--- src/rtl/stopwatch_pkg.sv ---
// Shared types and defaults for the stopwatch button controller.
package stopwatch_pkg;

    typedef enum logic [1:0] {
        IDLE   = 2'd0,
        RUN    = 2'd1,
        LAP    = 2'd2,
        PAUSED = 2'd3
    } sw_state_e;

    localparam int DEFAULT_CNT_W = 32;

endpackage

--- src/rtl/stopwatch_ctrl_if.sv ---
// Button, count and control/display signals between the board side and the controller.
interface stopwatch_ctrl_if
    import stopwatch_pkg::*;
#(
    parameter int CNT_W = DEFAULT_CNT_W
) ();

    logic             btn_ss;
    logic             btn_lr;
    logic [CNT_W-1:0] count_in;
    logic             sw_start;
    logic             sw_pause;
    logic             sw_restart;
    logic [CNT_W-1:0] display;
    logic             lap_valid;
    logic [1:0]       state_o;
    logic             at_limit;

    modport master (
        output btn_ss, btn_lr, count_in,
        input  sw_start, sw_pause, sw_restart, display, lap_valid, state_o, at_limit
    );

    modport slave (
        input  btn_ss, btn_lr, count_in,
        output sw_start, sw_pause, sw_restart, display, lap_valid, state_o, at_limit
    );

endinterface

--- src/rtl/btn_debounce.sv ---
// Two-flop synchroniser, stability counter and one-cycle press pulse for one raw button.
module btn_debounce #(
    parameter int DEBOUNCE_CYCLES = 4
) (
    input  logic clk,
    input  logic rst_n,
    input  logic i_btn,
    output logic o_press
);

    localparam int CW = (DEBOUNCE_CYCLES > 2) ? $clog2(DEBOUNCE_CYCLES) : 1;
    localparam logic [CW-1:0] LAST = CW'(DEBOUNCE_CYCLES - 1);

    logic          r_sync1;
    logic          r_sync2;
    logic          r_level;
    logic          r_press;
    logic [CW-1:0] r_cnt;

    always_ff @(posedge clk or negedge rst_n) begin
        if (!rst_n) begin
            r_sync1 <= 1'b0;
            r_sync2 <= 1'b0;
            r_level <= 1'b0;
            r_press <= 1'b0;
            r_cnt   <= '0;
        end else begin
            r_sync1 <= i_btn;
            r_sync2 <= r_sync1;
            r_press <= 1'b0;
            if (r_sync2 == r_level) begin
                r_cnt <= '0;
            end else if (r_cnt == LAST) begin
                // This is the DEBOUNCE_CYCLES-th differing sample: accept the new level.
                r_level <= r_sync2;
                r_press <= r_sync2;
                r_cnt   <= '0;
            end else begin
                r_cnt <= r_cnt + 1'b1;
            end
        end
    end

    assign o_press = r_press;

endmodule

--- src/rtl/stopwatch_ctrl.sv ---
// Two-button stopwatch controller: debounce, four-state FSM, strobes and lap freeze.
// Optional auto-pause at AUTOSTOP_LIMIT is enabled by defining STOPWATCH_CTRL_AUTOSTOP_EN.
module stopwatch_ctrl
    import stopwatch_pkg::*;
#(
    parameter int               CNT_W           = DEFAULT_CNT_W,
    parameter int               DEBOUNCE_CYCLES = 4,
    parameter logic [CNT_W-1:0] AUTOSTOP_LIMIT  = CNT_W'(32'hFFFF_FFF0)
) (
    input  logic             clk,
    input  logic             rst_n,
    stopwatch_ctrl_if.slave  bus
);

    logic [1:0]       w_raw;
    logic [1:0]       w_press;
    logic             w_ss_ok;
    logic             w_limit_hit;

    sw_state_e        r_state;
    logic             r_start;
    logic             r_pause;
    logic             r_restart;
    logic             r_at_limit;
    logic             r_por;
    logic [CNT_W-1:0] r_lap;

    // Index 0 is start/stop, index 1 is lap/reset.
    assign w_raw = {bus.btn_lr, bus.btn_ss};

    generate
        for (genvar gi = 0; gi < 2; gi++) begin : g_btn
            btn_debounce #(
                .DEBOUNCE_CYCLES (DEBOUNCE_CYCLES)
            ) u_debounce (
                .clk     (clk),
                .rst_n   (rst_n),
                .i_btn   (w_raw[gi]),
                .o_press (w_press[gi])
            );
        end
    endgenerate

`ifdef STOPWATCH_CTRL_AUTOSTOP_EN
    assign w_limit_hit = ((r_state == RUN) || (r_state == LAP)) &&
                         (bus.count_in >= AUTOSTOP_LIMIT);
`else
    logic w_unused_limit;
    assign w_unused_limit = ^AUTOSTOP_LIMIT;
    assign w_limit_hit    = 1'b0;
`endif

    // After an auto-pause only lap/reset may leave PAUSED.
    assign w_ss_ok = w_press[0] && !((r_state == PAUSED) && r_at_limit);

    always_ff @(posedge clk or negedge rst_n) begin
        if (!rst_n) begin
            r_state    <= IDLE;
            r_start    <= 1'b0;
            r_pause    <= 1'b0;
            r_restart  <= 1'b0;
            r_at_limit <= 1'b0;
            r_por      <= 1'b1;
            r_lap      <= '0;
        end else begin
            r_start   <= 1'b0;
            r_pause   <= 1'b0;
            r_restart <= 1'b0;
            if (r_por) begin
                r_por     <= 1'b0;
                r_restart <= 1'b1;
            end else if (w_limit_hit) begin
                r_state    <= PAUSED;
                r_pause    <= 1'b1;
                r_at_limit <= 1'b1;
            end else if (w_ss_ok) begin
                case (r_state)
                    IDLE: begin
                        r_state <= RUN;
                        r_start <= 1'b1;
                    end
                    RUN, LAP: begin
                        r_state <= PAUSED;
                        r_pause <= 1'b1;
                    end
                    default: begin
                        r_state    <= RUN;
                        r_start    <= 1'b1;
                        r_at_limit <= 1'b0;
                    end
                endcase
            end else if (w_press[1]) begin
                case (r_state)
                    RUN: begin
                        r_state <= LAP;
                        r_lap   <= bus.count_in;
                    end
                    LAP: begin
                        r_state <= RUN;
                    end
                    PAUSED: begin
                        r_state    <= IDLE;
                        r_restart  <= 1'b1;
                        r_lap      <= '0;
                        r_at_limit <= 1'b0;
                    end
                    default: begin
                        r_state <= IDLE;
                    end
                endcase
            end
        end
    end

    assign bus.sw_start   = r_start;
    assign bus.sw_pause   = r_pause;
    assign bus.sw_restart = r_restart;
    assign bus.state_o    = r_state;
    assign bus.at_limit   = r_at_limit;
    assign bus.lap_valid  = (r_state == LAP);
    assign bus.display    = (r_state == LAP) ? r_lap : bus.count_in;

endmodule

--- src/flat_wrapper.sv ---
// flat-port wrapper written by rule: the top's interface ports become plain ports
module stopwatch_ctrl_flat import stopwatch_pkg::*;
#(
    parameter int               CNT_W           = DEFAULT_CNT_W,
    parameter int               DEBOUNCE_CYCLES = 4,
    parameter logic [CNT_W-1:0] AUTOSTOP_LIMIT  = CNT_W'(32'hFFFF_FFF0)
)
  (clk, rst_n, bus_btn_ss, bus_btn_lr, bus_count_in, bus_sw_start, bus_sw_pause, bus_sw_restart, bus_display, bus_lap_valid, bus_state_o, bus_at_limit);
  stopwatch_ctrl_if #(.CNT_W(CNT_W)) bus_i ();
  input  logic clk;
  input  logic rst_n;
  input wire logic [$bits(bus_i.btn_ss)-1:0] bus_btn_ss;
  input wire logic [$bits(bus_i.btn_lr)-1:0] bus_btn_lr;
  input wire logic [$bits(bus_i.count_in)-1:0] bus_count_in;
  output wire logic [$bits(bus_i.sw_start)-1:0] bus_sw_start;
  output wire logic [$bits(bus_i.sw_pause)-1:0] bus_sw_pause;
  output wire logic [$bits(bus_i.sw_restart)-1:0] bus_sw_restart;
  output wire logic [$bits(bus_i.display)-1:0] bus_display;
  output wire logic [$bits(bus_i.lap_valid)-1:0] bus_lap_valid;
  output wire logic [$bits(bus_i.state_o)-1:0] bus_state_o;
  output wire logic [$bits(bus_i.at_limit)-1:0] bus_at_limit;
  assign bus_i.btn_ss = bus_btn_ss;
  assign bus_i.btn_lr = bus_btn_lr;
  assign bus_i.count_in = bus_count_in;
  assign bus_sw_start = bus_i.sw_start;
  assign bus_sw_pause = bus_i.sw_pause;
  assign bus_sw_restart = bus_i.sw_restart;
  assign bus_display = bus_i.display;
  assign bus_lap_valid = bus_i.lap_valid;
  assign bus_state_o = bus_i.state_o;
  assign bus_at_limit = bus_i.at_limit;
  stopwatch_ctrl #(.CNT_W(CNT_W), .DEBOUNCE_CYCLES(DEBOUNCE_CYCLES), .AUTOSTOP_LIMIT(AUTOSTOP_LIMIT)) u_core (.clk(clk), .rst_n(rst_n), .bus(bus_i));
endmodule
--- config.mk ---
export PLATFORM = sky130hd
export DESIGN_NAME = stopwatch_ctrl_flat
export DESIGN_NICKNAME = d
export VERILOG_FILES = /design/src/rtl/stopwatch_pkg.sv /design/src/rtl/stopwatch_ctrl_if.sv /design/src/rtl/btn_debounce.sv /design/src/rtl/stopwatch_ctrl.sv /design/src/flat_wrapper.sv
export SDC_FILE = /design/constraint.sdc
export NUM_CORES = 1
export LEC_CHECK = 0
export CAP_MARGIN = 10
export CORE_MARGIN = 2
export CORE_UTILIZATION = 49
export CTS_BUF_LIST = sky130_fd_sc_hd__clkbuf_8
export DETAILED_ROUTE_END_ITERATION = 8
export PLACE_DENSITY = 0.83
export SETUP_SLACK_MARGIN = 0.1
export SLEW_MARGIN = 30
export SYNTH_ARGS = -nofsm -noshare
export SYNTH_HDL_FRONTEND = slang
export SYNTH_SLANG_ARGS = --single-unit
--- constraint.sdc ---
create_clock -name clk -period 2.2 [get_ports clk]
set_input_delay 0.55 -clock clk [delete_from_list [all_inputs] [get_ports clk]]
set_output_delay 0.55 -clock clk [all_outputs]
set_load 0.02 [all_outputs]
# Yosys cells after proc, flatten, opt, wreduce, memory -nomap -nowiden
# Cells that the tools add are included.
word_totals:
  register_bits: 51
  out_inout_bits: 39
  wordCells: 73
op_classes:
  add_sub_neg: 2
  n_eq_ne: 8
  mux: 28
  bitwise: 4
  n_reduce_logical: 14
op_table:
  columns: ["cell", "n"]
  rows:
  - ["$pmux W32 S2", 1]
  - ["$mux W32", 1]
  - ["$mux W1", 18]
  - ["$mux W2", 7]
  - ["$eq A2 B2 Y1 const B", 4]
  - ["$reduce_and A4 Y1", 2]
  - ["$reduce_and A2 Y1", 3]
  - ["$reduce_bool A2 Y1", 3]
  - ["$add A2 B1 Y2 const B", 2]
  - ["$not A1 Y1", 4]
  - ["$pmux W2 S2", 1]
  - ["$reduce_or A3 Y1", 1]
  - ["$eq A1 B1 Y1", 2]
  - ["$eq A2 B1 Y1 const B", 1]
  - ["$logic_and A1 B1 Y1", 2]
  - ["$logic_not A2 Y1", 1]
  - ["$ne A2 B2 Y1 const B", 1]
  - ["$reduce_or A2 Y1", 1]
  - ["$logic_not A1 Y1", 1]

# Logic depth before layout (Yosys ltp)
logic_depth:
  ltp_word: 6
  mapped_depth: 6
  depth_no_buf: 5

# Hierarchy
# From an unflattened synthesis, not the netlist that was laid out.
unflattened:
  cells_unflattened: 187
  area_unflattened_um2: 2504.9
modules_own_cells:
  columns: ["module", "instances", "cells_each", "area_per_inst_um2", "seq_area_each_um2"]
  rows:
  - ["stopwatch_ctrl", 1, 163, 2087.0, 952.2]
  - ["btn_debounce", 2, 12, 209.0, 150.1]

# Worst setup path after synthesis
# OpenSTA, ideal clock, no wires.
synth_timing:
  kind: "flip-flop to output port"
  start: "register u_core.r_state[0] (netlist: u_core.bus.state_o[0])"
  end: "output bus_display[11]"
  t_arrival_ns: 1.703
  path_slack_ns: -0.053
  stages_incl_launch_ff: 6
  n_path_buf: 2
  cell_sequence: "dfrtp_1 -> inv_1 -> ha_1 -> clkbuf_1 -> buf_2 -> mux2_2"
synth_between:
  elab_chain_len: 2
synth_lines:
  columns: ["item", "line_no", "rtl"]
  rows:
  - ["from (decl)", "stopwatch_ctrl.sv:20", "sw_state_e r_state;"]
  - ["from (signal assigned)", "stopwatch_ctrl.sv:58", "r_state <= IDLE;"]
  - ["from (signal assigned)", "stopwatch_ctrl.sv:73", "r_state <= PAUSED;"]
  - ["from (signal assigned)", "stopwatch_ctrl.sv:79", "r_state <= RUN;"]
  - ["$eq A2 B2 Y1", null, null]
  - ["via bus_lap_valid", "flat_wrapper.sv:19", "output wire logic [$bits(bus_i.lap_valid)-1:0] bus_lap_valid;"]
  - ["$mux W32", "stopwatch_ctrl.sv:121", "assign bus.display = (r_state == LAP) ? r_lap : bus.count_in;"]
  - ["to (decl)", "flat_wrapper.sv:18", "output wire logic [$bits(bus_i.display)-1:0] bus_display;"]
# The timed path passes the listed nets, and every way through them passes these cells.

# Final worst setup path
layout_timing:
  start: "register u_core.r_state[0] (netlist: u_core.bus.state_o[0])"
  end: "output bus_display[3]"
layout_between:
  elab_chain_len: 2
layout_lines:
  columns: ["item", "line_no"]
  rows:
  - ["$eq A2 B2 Y1", "stopwatch_ctrl.sv:121"]
  - ["$mux W32", "stopwatch_ctrl.sv:121"]
# Every way passes these cells.

==> results.txt <==
I/O Pins = 75
Layout filler cell count = 343
Htree depth = 2
Initial antenna violation count = 0
Design Area, Final = 0.00382 mm2
Final period util = 101%
Clk root buf = clkbuf_8
Crit Path Max Fanout = 7
Clock slew at reported path FFs = 0.09 ns
Crit path DAT = 1.68 ns
Ant diodes = 0
Worst min path class = in -> async
Setup ws final = -0.0290 ns
Area growth, synth to finish = 52.7%
Remaining antenna violation count = 0
# DRC = 0
Warnings, synthesis = 0
Width of the die = 75.4 um
Max-cap violations = 0
Via count of the routed design = 1739
Vias in the first global route = 1690
Register Area = 0.00125 mm2
Final Max Tran Viols = 0
RePlAce Congestion = 0.785
Die height = 75.4 um
Synth top area cells = dfrtp_1, mux2_2, nor2b_1
DP Area = 0.00335 mm2
Core area = 0.00501 mm2
Fmax = 0.449 GHz
Total CTS buffers = 5
Wire length of the first global-routing pass = 8150 um
Synth Flop Type = dfrtp_1
Nets@finish = 317
Total power = 3.47 mW
Unrepaired setup endpoints after global routing = yes
Post-synthesis register bit count = 50
Multi-input gate area = 0.00129 mm2
Largest net degree at the start of global routing = 51
Via density per instance = 5.01
Clock buffer depth = 2
Share of the synthesized area in the top cell type = 49.0%
Drt pass-1 iters = 4
Area of the mapped netlist = 0.00250 mm2
CTS sink cnt = 50
CP Data Required Time = 1.65 ns
Asr flop ratio synth = 100%
Row Count = 26
Synth cell types = 29
Mean post-synth cell area = 13.2 um2
LEAKAGE = 1.82 nW
Iteration-0 DRC Markers = 74
Aggregate global routing overflow = 0
Failing checks = negative setup slack
Die area = 0.00569 mm2
Gate Count Post-Synth = 190
Share of layout cells above drive strength 1 = 46.2%
IO Port Bufs = 73
Final WL = 5480 um
Post-DP HPWL = 3230 um
Final Hold Fails = 0
Post-synth EDFFs = 0
Final setup fails = 17
Critical path capture point type = output port
Clk_lat worst skew = 0.30 ns
Period minus WS final = 2.23 ns
Gr usage total = 19.2%
Setup Skew = 0.00712 ns
Post-synth top area cell = dfrtp_1
Status = complete, but fails checks
# hold bufs at CTS = 0
Peak supply drop = 0.000667 V
Power Dens Cells = 908 mW/mm2
Initial Util = 49.9%
Setup CP Type = reg -> out
Worst Setup Start Kind = flip-flop
Routed len/inst = 15.8 um
CTS tree = built
Sequential area share after synthesis = 50.1%
final cells by class:
type                       instances  share of cell area (%)
clock buffer                       5                    1.80
clock inverter                     3                    1.80
inverter                           4                   0.393
multi-input combinational        125                    33.9
sequential                        50                    32.8
tap                               70                    2.29
timing repair buffer              90                    27.0
registers in the layout (all words and copies together) (netlist names):
| name | cells |
|---|---|
| u_core.g_btn.u_debounce.o_press | 2 |
| u_core.bus.sw_restart | 1 |
| u_core.r_lap | 32 |
| u_core.g_btn.u_debounce.r_sync1 | 2 |
| u_core.g_btn.u_debounce.r_sync2 | 2 |
| u_core.bus.sw_start | 1 |
| u_core.g_btn.u_debounce.r_cnt | 4 |
| u_core.bus.state_o | 2 |
| u_core.bus.sw_pause | 1 |
| u_core.g_btn.u_debounce.r_level | 2 |
| u_core.r_por | 1 |
cells in the final DEF (no fill, tap or decap), drive strengths merged:
cell type	Yosys	routed
xnor2	2	2
nor3b	1	1
nor2b	31	31
clkbuf	4	7
mux2	65	65
nand2b	1	1
and2b	3	3
o21ai	1	1
dlymetal6s2s	0	1
dlygate4sd2	0	1
o22ai	1	1
nor2	2	2
conb	1	2
nand2	1	1
clkinv	0	1
nor3	3	3
and3b	1	1
a21oi	1	1
dfrtp	49	49
dfstp	1	1
nor4b	2	2
a221oi	1	1
inv	4	4
ha	5	5
a31o	1	1
clkdlybuf4s50	0	38
buf	8	48
bufinv	0	2
o21bai	1	1
logic make-up (layout without fill, tap and decap cells):
logic type / Yosys count / after routing / synth area share [%]
buffers and inverters: 16 / 102 / 3.65
adders and majority gates: 5 / 5 / 2.50
AOI/OAI and AO/OA: 6 / 6 / 1.65
DFF: 50 / 50 / 50.1
muxes: 65 / 65 / 29.3
other: 1 / 2 / 0.150
and+or+nand+nor: 45 / 45 / 12.0
xor gates and xnor gates: 2 / 2 / 0.700
final timing paths:
| check | start | to | slack (ns) | cells after the start |
|---|---|---|---|---|
| worst max-delay path | u_core.bus.state_o[0] | bus_display[3] | -0.03 | 6 |
| worst min-delay path | rst_n | u_core.r_lap[24] | 0.22 | 2 |
| worst max register to register | u_core.bus.state_o[1] | u_core.r_lap[27] | 0.24 | 7 |
| worst min register to register | u_core.g_btn[0].u_debounce.r_sync1 | u_core.g_btn[0].u_debounce.r_sync2 | 0.37 | 0 |
| max in group asynchronous | rst_n | u_core.r_por | 1.70 | 2 |
| min in group clk | u_core.g_btn[0].u_debounce.r_sync1 | u_core.g_btn[0].u_debounce.r_sync2 | 0.37 | 0 |
what timing repair did:
item	4_1_cts	5_1_grt
gates cloned	2	2
setup endpoints to repair	33	33
resized for setup	163	67
setup buffers	3	1
pin swaps	1	0
where the power goes:
part           total (mW)  switching [mW]  internal [mW]  leakage, nW
logic                1.29           0.507          0.786         1.08
clock network       0.774           0.319          0.456       0.0683
registers            1.40           0.174           1.23        0.663
synthesized netlist by cell type, types with 2 or more instances:
cell type,number
nor3_1,3
clkbuf_1,4
xnor2_1,2
and2b_1,3
nor2b_1,31
mux2_1,2
buf_6,3
ha_1,5
dfrtp_1,49
inv_1,4
mux2_2,63
buf_2,4
layer usage:
layer | track usage, % | up-vias | wire, um
li1 | - | 819 | -
met1 | 25.2 | 863 | 2410
met2 | 32.6 | 51 | 2700
met3 | 5.16 | 6 | 318
met4 | 3.51 | 0 | 40
met5 | 0 | - | 0
critical path: stages (launching register included):
cell	delay, ns
dfrtp_2	0.42
inv_2	0.07
ha_4	0.16
buf_12	0.13
clkbuf_16	0.16
mux2_4	0.30
buf_6	0.13
per-stage QoR:
step	utilization [%]	worst slack [ns]	hold WS, ns	cells	setup TNS [ns]
finish	76.2	-0.0290	0.217	347	-0.259
global route	76.2	-0.0814	0.231	347	-1.53
global placement	66.9	-0.146	0.333	331	-3.54
floorplan	-	0.113	0.254	191	0
detailed placement	66.9	-0.140	0.338	331	-3.61
CTS	70.7	-0.0575	0.224	344	-0.879
No activity file was read; power rests on OpenSTA's default activity.
